`config.mk`:
```
export PLATFORM = sky130hd
export DESIGN_NAME = rpi_serial_rx
export DESIGN_NICKNAME = d
export VERILOG_FILES = /design/src/rtl/rpi_if_pkg.sv /design/src/rtl/rpi_sync_edge.sv /design/src/rtl/rpi_serial_rx.sv
export SDC_FILE = /design/constraint.sdc
export NUM_CORES = 1
export LEC_CHECK = 0
export BUFFER_PORTS_ARGS = -buffer_cell sky130_fd_sc_hd__buf_2
export CORE_ASPECT_RATIO = 2
export CORE_MARGIN = 1
export CORE_UTILIZATION = 30
export CTS_BUF_LIST = sky130_fd_sc_hd__clkbuf_4 sky130_fd_sc_hd__clkbuf_8
export CTS_CLUSTER_DIAMETER = 120
export DETAILED_ROUTE_END_ITERATION = 8
export GPL_TIMING_DRIVEN = 0
export PLACE_DENSITY = 0.5
export SLEW_MARGIN = 20
export SYNTH_ARGS = -nofsm -noshare
export SYNTH_HDL_FRONTEND = slang
export SYNTH_HIERARCHICAL = 1
export SYNTH_SLANG_ARGS = --single-unit
```
`constraint.sdc`:
```
create_clock -name clk_in -period 2.18 [get_ports clk_in]
set_clock_uncertainty 0.1 [all_clocks]
set_input_delay 0 -clock clk_in [delete_from_list [all_inputs] [get_ports clk_in]]
set_output_delay 0 -clock clk_in [all_outputs]
set_load 0.02 [all_outputs]
```
`src/rtl/rpi_if_pkg.sv`:
```
// ============================================================================
// rpi_if_pkg : shared encodings and defaults for the RPi <-> FPGA serial link
// Rev 1.0
// ============================================================================
`default_nettype none

package rpi_if_pkg;

    typedef enum logic [0:0] {
        IDLE  = 1'b0,
        SHIFT = 1'b1
    } rx_state_t;

    localparam int SYNC_STAGES     = 2;
    localparam int DEFAULT_WORD_W  = 16;
    localparam int DEFAULT_TIMEOUT = 1024;

endpackage

`default_nettype wire

```
`src/rtl/rpi_sync_edge.sv`:
```
// ============================================================================
// rpi_sync_edge : multi-flop pin synchronizer plus one edge-detect flop
// Rev 1.0
// ============================================================================
`default_nettype none

module rpi_sync_edge
    import rpi_if_pkg::*;
(
    input  logic clk_in,
    input  logic reset,
    input  logic async_in,
    output logic level,
    output logic rise,
    output logic fall
);

    // r_sync[0] is the metastability catcher; the top bit is the edge-detect flop
    logic [SYNC_STAGES:0] r_sync;

    always_ff @(posedge clk_in) begin
        if (reset) begin
            r_sync <= '1;
        end else begin
            r_sync <= {r_sync[SYNC_STAGES-1:0], async_in};
        end
    end

    assign level = r_sync[SYNC_STAGES-1];
    assign rise  = r_sync[SYNC_STAGES-1] & ~r_sync[SYNC_STAGES];
    assign fall  = ~r_sync[SYNC_STAGES-1] & r_sync[SYNC_STAGES];

endmodule

`default_nettype wire

```
`src/rtl/rpi_serial_rx.sv`:
```
// ============================================================================
// rpi_serial_rx : deserializes the RPi sclk/sdata/cs_n stream into words
// Rev 1.0
// ============================================================================
`default_nettype none

module rpi_serial_rx
    import rpi_if_pkg::*;
#(
    parameter int WORD_W  = DEFAULT_WORD_W,
    parameter int TIMEOUT = DEFAULT_TIMEOUT
) (
    input  logic              clk_in,
    input  logic              reset,
    input  logic              rpi_sclk,
    input  logic              rpi_sdata,
    input  logic              rpi_cs_n,
    output logic [WORD_W-1:0] rx_data,
    output logic              rx_valid,
    input  logic              rx_ready,
    output logic              busy,
    output logic              overrun,
    output logic              frame_error,
    input  logic              err_clear
);

    localparam int CNT_W = $clog2(WORD_W + 1);
    localparam int TMO_W = $clog2(TIMEOUT);

    logic w_sclk_rise, w_cs_level, w_cs_rise, w_data_level;
    logic w_unused_sclk_level, w_unused_sclk_fall, w_unused_cs_fall;
    logic w_unused_data_rise, w_unused_data_fall;

    rpi_sync_edge u_sync_sclk (
        .clk_in  (clk_in),
        .reset   (reset),
        .async_in(rpi_sclk),
        .level   (w_unused_sclk_level),
        .rise    (w_sclk_rise),
        .fall    (w_unused_sclk_fall)
    );

    rpi_sync_edge u_sync_cs (
        .clk_in  (clk_in),
        .reset   (reset),
        .async_in(rpi_cs_n),
        .level   (w_cs_level),
        .rise    (w_cs_rise),
        .fall    (w_unused_cs_fall)
    );

    rpi_sync_edge u_sync_data (
        .clk_in  (clk_in),
        .reset   (reset),
        .async_in(rpi_sdata),
        .level   (w_data_level),
        .rise    (w_unused_data_rise),
        .fall    (w_unused_data_fall)
    );

    rx_state_t         r_state, w_state_nxt;
    logic [CNT_W-1:0]  r_cnt, w_cnt_nxt;
    logic [TMO_W-1:0]  r_tmo, w_tmo_nxt;
    logic [WORD_W-1:0] r_shift, w_shift_nxt;
    logic              r_done, w_done_nxt;
    logic              w_abort;
    logic [WORD_W-1:0] r_rx_data;
    logic              r_rx_valid, r_busy, r_overrun, r_frame_error;
    logic              w_load;

    always_comb begin
        w_state_nxt = r_state;
        w_cnt_nxt   = r_cnt;
        w_tmo_nxt   = r_tmo;
        w_shift_nxt = r_shift;
        w_done_nxt  = 1'b0;
        w_abort     = 1'b0;
        case (r_state)
            IDLE: begin
                w_cnt_nxt = '0;
                w_tmo_nxt = '0;
                if (!w_cs_level) begin
                    w_state_nxt = SHIFT;
                end
            end
            SHIFT: begin
                if (w_cs_rise) begin
                    w_abort     = (r_cnt != '0);
                    w_cnt_nxt   = '0;
                    w_tmo_nxt   = '0;
                    w_state_nxt = IDLE;
                end else if (w_sclk_rise) begin
                    w_shift_nxt = {r_shift[WORD_W-2:0], w_data_level};
                    w_tmo_nxt   = '0;
                    if (r_cnt == CNT_W'(WORD_W - 1)) begin
                        w_cnt_nxt  = '0;
                        w_done_nxt = 1'b1;
                    end else begin
                        w_cnt_nxt = r_cnt + 1'b1;
                    end
                end else if (r_cnt != '0) begin
                    // stalled clock mid-word: abandon the partial word, stay in frame
                    if (r_tmo == TMO_W'(TIMEOUT - 1)) begin
                        w_abort   = 1'b1;
                        w_cnt_nxt = '0;
                        w_tmo_nxt = '0;
                    end else begin
                        w_tmo_nxt = r_tmo + 1'b1;
                    end
                end else begin
                    w_tmo_nxt = '0;
                end
            end
            default: w_state_nxt = IDLE;
        endcase
    end

    // a completed word is offered one cycle after the shift register fills
    assign w_load = r_done && (!r_rx_valid || rx_ready);

    always_ff @(posedge clk_in) begin
        if (reset) begin
            r_state       <= IDLE;
            r_cnt         <= '0;
            r_tmo         <= '0;
            r_shift       <= '0;
            r_done        <= 1'b0;
            r_busy        <= 1'b0;
            r_rx_data     <= '0;
            r_rx_valid    <= 1'b0;
            r_overrun     <= 1'b0;
            r_frame_error <= 1'b0;
        end else begin
            r_state <= w_state_nxt;
            r_cnt   <= w_cnt_nxt;
            r_tmo   <= w_tmo_nxt;
            r_shift <= w_shift_nxt;
            r_done  <= w_done_nxt;
            r_busy  <= (w_cnt_nxt != '0);
            if (w_load) begin
                r_rx_data <= r_shift;
            end
            if (w_load) begin
                r_rx_valid <= 1'b1;
            end else if (rx_ready) begin
                r_rx_valid <= 1'b0;
            end
            if (r_done && !w_load) begin
                r_overrun <= 1'b1;
            end else if (err_clear) begin
                r_overrun <= 1'b0;
            end
            if (w_abort) begin
                r_frame_error <= 1'b1;
            end else if (err_clear) begin
                r_frame_error <= 1'b0;
            end
        end
    end

    assign rx_data     = r_rx_data;
    assign rx_valid    = r_rx_valid;
    assign busy        = r_busy;
    assign overrun     = r_overrun;
    assign frame_error = r_frame_error;

endmodule

`default_nettype wire

```
* Word level (Yosys, flattened, before mapping) *
Index checks and enable logic that the tools add are counted.
Widths: inputs -> output; s select.

storage, ports and cells
  register bits after elaboration = 61
  input port bits = 7
  output and inout bits = 20
  logic and storage cells = 61

cells by class
  add/sub/neg operators = 2
  equal/unequal tests = 2
  muxes and demuxes = 25
  bitwise logic cells = 7
  reduce and logical (&&, ||, !) cells = 12

operators with widths
  operator               count
  $mux 10                4
  $mux 5                 5
  $pmux 10 s2            1
  $mux 1                 13
  $add 10x1->10 const B  1
  $eq 10x10->1 const B   1
  $pmux 5 s2             1
  $reduce_bool 5->1      2
  $reduce_bool 2->1      3
  $add 5x1->5 const B    1
  $eq 5x4->1 const B     1
  $not 1->1              5
  $reduce_or 4->1        1
  $reduce_and 3->1       1
  $and 1x1->1            2
  $logic_and 1x1->1      2
  $logic_not 1->1        2
  $pmux 1 s2             1
  $logic_or 1x1->1       1

* Longest topological paths before layout *
  depth after elaboration = 7
  depth in mapped cells = 7
  mapped depth without buffers = 6

* Modules after synthesis *
Netlist, hierarchy kept.

modules (own cells, without submodules)
  module         times used  cells an instance  area each (sq um)  seq. area each (sq um)
  rpi_serial_rx  1           249                2089.5             1061.0
  rpi_sync_edge  3           8                  92.6               60.1

* Worst setup path after synthesis *
OpenSTA, ideal clock, no wires.

  kind = register -> register
  from = reg r_cnt[0]
  to = reg r_busy (netlist: busy)
  setup time = 127 ps
  data arrival time = 1491 ps
  required time = 1953 ps
  slack = 462 ps
  cell stages (with the launch flop) = 7
  buffers on the path = 0
  period minus slack after synthesis = 1718 ps
  cells stage by stage = dfxtp_1 -> inv_1 -> ha_1 -> nor4b_4 -> nor4_1 -> a221oi_1 -> or3_1

between the ends
  longest elaborated chain between the ends = 6
  elaborated cells on any way between the ends = 10
  classes of those cells = add/sub: 1; eq/ne: 1; mux: 6; reduce/logical: 2

RTL lines
  what                                       RTL line                                   text
  start: declaration                         rpi_serial_rx.sv:62                        logic [CNT_W-1:0] r_cnt, w_cnt_nxt;
  start signal: assignment                   rpi_serial_rx.sv:135                       r_cnt <= w_cnt_nxt;
  $add 5x1->5, or another cell as far along  rpi_serial_rx.sv:99                        w_cnt_nxt = r_cnt + 1'b1;
  $mux 5 (on tied branches)                  rpi_serial_rx.sv:95, rpi_serial_rx.sv:101
  $mux 5 *                                   rpi_serial_rx.sv:92                        end else if (w_sclk_rise) begin
  $mux 5 *                                   rpi_serial_rx.sv:87                        if (w_cs_rise) begin
  $pmux 5 s2 *                               rpi_serial_rx.sv:78                        case (r_state)
  $reduce_bool 5->1 *                        rpi_serial_rx.sv:139                       r_busy <= (w_cnt_nxt != '0);
  end signal: assignment                     rpi_serial_rx.sv:139
  end: declaration                           rpi_serial_rx.sv:68                        logic r_rx_valid, r_busy, r_overrun, r_frame_error;

Every way passes the cells marked *; elsewhere a longest branch is shown, timed or not.
A chain may end at the register's enable or synchronous reset.

* Worst setup path in the final report *
Same ends and word-level chain as after synthesis.

==> impl_metrics.tcl <==
set metrics [dict create \
    status "completed" \
    clock_path_buffers 2 \
    worst_pin_slew_ps 507 \
    crit_family "compound AO/OA/AOI/OAI gates" \
    cap_viol_max_count 0 \
    first_iter_violations 120 \
    cts_tree "done" \
    vias_per_cell 4.52 \
    crit_required_ps 2300 \
    cpPeakStageDelay_ps 470 \
    dieWidth_um 64.1 \
    drt_pass1_iterations 4 \
    cts_setup_buffers 0 \
    report.final.slew_viol_count 0 \
    drive_gt1_frac 0.154 \
    setup_tns_ps 0 \
    hold_violations 0 \
    htreeDepth 3 \
    cts-root-buf "clkbuf_8" \
    start_kind "flop" \
    cp_max_fo 5 \
    cts.sinks 61 \
    postSynthAreaPerCell_um2 8.66 \
    start_util 0.306 \
    powerDensity_nw_per_um2 740 \
    crit_type "reg -> reg" \
    diodes 0 \
    overflow 0 \
    coreArea_um2 7540 \
    fmax_mhz 511 \
    vdd_drop_max_mv 0.329 \
    gp_congestion 0.755 \
    ant_nets 0 \
    synth_cells 267 \
    holdWs_ps 305 \
    nNetsFinal 323 \
    syn_nets 277 \
    relSlewSlack 0.661 \
    ios 27 \
    grt_usage 0.138 \
    fin_area_um2 2840 \
    syn_to_final_growth_pct 22.8 \
    fp.dieH_um 126 \
    grt_pass1_vias 1884 \
    setup.worst_path.start "r_cnt[0]" \
    antenna_found_initial 0 \
    critPathCaptureType "flop" \
    wirelength_um 4770 \
    io_buffers 26 \
    crit_buf_inv 0 \
    clk_latency_ps 350 \
    setup_viol 0 \
    holdCritStartpoint "u_sync_sclk/r_sync[0]" \
    finalCritPeriodShare 0.898 \
    rsz0062_at_grt "false" \
    power.leakage_uw 0.00101 \
    clk_pin_slew_ps 70 \
    place_area_um2 2560 \
    grt_max_degree 12 \
    path_cells "ha_1 -> a2111oi_0 -> a41oi_1 -> nor3b_1 -> or3_1" \
    ys_warn_count 6 \
    rows 45 \
    die_area_um2 8080 \
    drc 0 \
    dp_hpwl_um 3530 \
    grt_pass1_wl_um 8410 \
    cts_inserted_buffers 9 \
    period_needed_ps 1960 \
    wl_per_cell_um 11.6 \
    r2r-start "r_cnt[0]" \
    cp_data_arrival_time_ps 2070 \
    vias 1862 \
    cp_slowest_cell "a2111oi_0" \
    min_path_type "reg -> reg" \
    fin_util 0.376 \
    synthesis.area_um2 2310 \
]
-- layout by cell type (no fill, tap or decap), drive strengths merged, types with 2 or more instances in the layout --
| master | count |
|---|---|
| nor3 | 2 |
| nor2 | 17 |
| clkbuf | 22 |
| nor3b | 3 |
| ha | 3 |
| xnor2 | 5 |
| dlygate4sd3 | 9 |
| buf | 31 |
| nand2 | 69 |
| or3 | 2 |
| xor2 | 4 |
| nor2b | 6 |
| inv | 7 |
| nor4 | 2 |
| dfxtp | 61 |
| clkinvlp | 2 |
| nand2b | 3 |
| nand4 | 4 |
| or2 | 8 |
| a21oi | 35 |
| nand3 | 6 |
| o41ai | 3 |
-- layout make-up --
cell class / instances / area (um2)
sequential: 61 / 1220
fill: 822 / 4710
tap: 94 / 118
inverter: 7 / 26.3
buffer: 14 / 56.3
multi-input combinational: 185 / 1010
timing repair buffer: 35 / 220
clock inverter: 3 / 20.0
clock buffer: 13 / 166
-- sequential cells by signal, summed over array words and instances, names as in the netlist, 2 cells and up --
register	flops
rx_data	16
r_shift	16
r_cnt	5
u_sync_sclk/r_sync	3
u_sync_cs/r_sync	3
u_sync_data/r_sync	2
r_tmo	10
-- where the power goes --
part	total (uW)	internal, uW	switching [uW]
Clock	927	498	429
Combinational	48.9	23.6	25.3
Sequential	1130	1120	3.52
Total	2100	1640	458
-- worst reg2reg max path, delay by kind of cell (launching register included) --
kind,cells,cell delay (ps)
flip-flops,1,350
AND/OR/NAND/NOR,2,550
adder cells (fa/ha/maj),1,270
AO/OA/AOI/OAI,2,560
-- routing by layer --
| metal | vias to the layer above | GRT usage | part of all wire |
|---|---|---|---|
| li1 | 973 | - | - |
| met1 | 854 | 0.122 | 0.37 |
| met2 | 26 | 0.258 | 0.58 |
| met3 | 9 | 0.0471 | 0.031 |
| met4 | 0 | 0.0842 | 0.023 |
| met5 | - | 0 | 0 |
-- per-stage QoR --
stage	setup slack [ps]	power [uW]	instances
2_1_floorplan	462	1170	267
3_3_place_gp	59.6	1190	387
4_1_cts	43.1	2130	412
5_1_grt	34.3	2200	412
6_report	222	2100	412
3_5_place_dp	50.8	1190	387
-- path summary, 6_finish.rpt --
check                                        endpoint  slack (ps)  depth (start not counted)
worst max-delay path                             busy         220                          5
worst min register to register  u_sync_sclk/r_sync[1]         310                          1
worst min-delay path            u_sync_sclk/r_sync[1]         310                          1
worst max register to register                   busy         220                          5
-- what timing repair did --
action	in CTS	in global routing
gates resized for setup	0	2
setup endpoints to repair	0	11
hold buffers	9	0
hold endpoints to repair	11	0
Power figures use the tool's default switching activity.
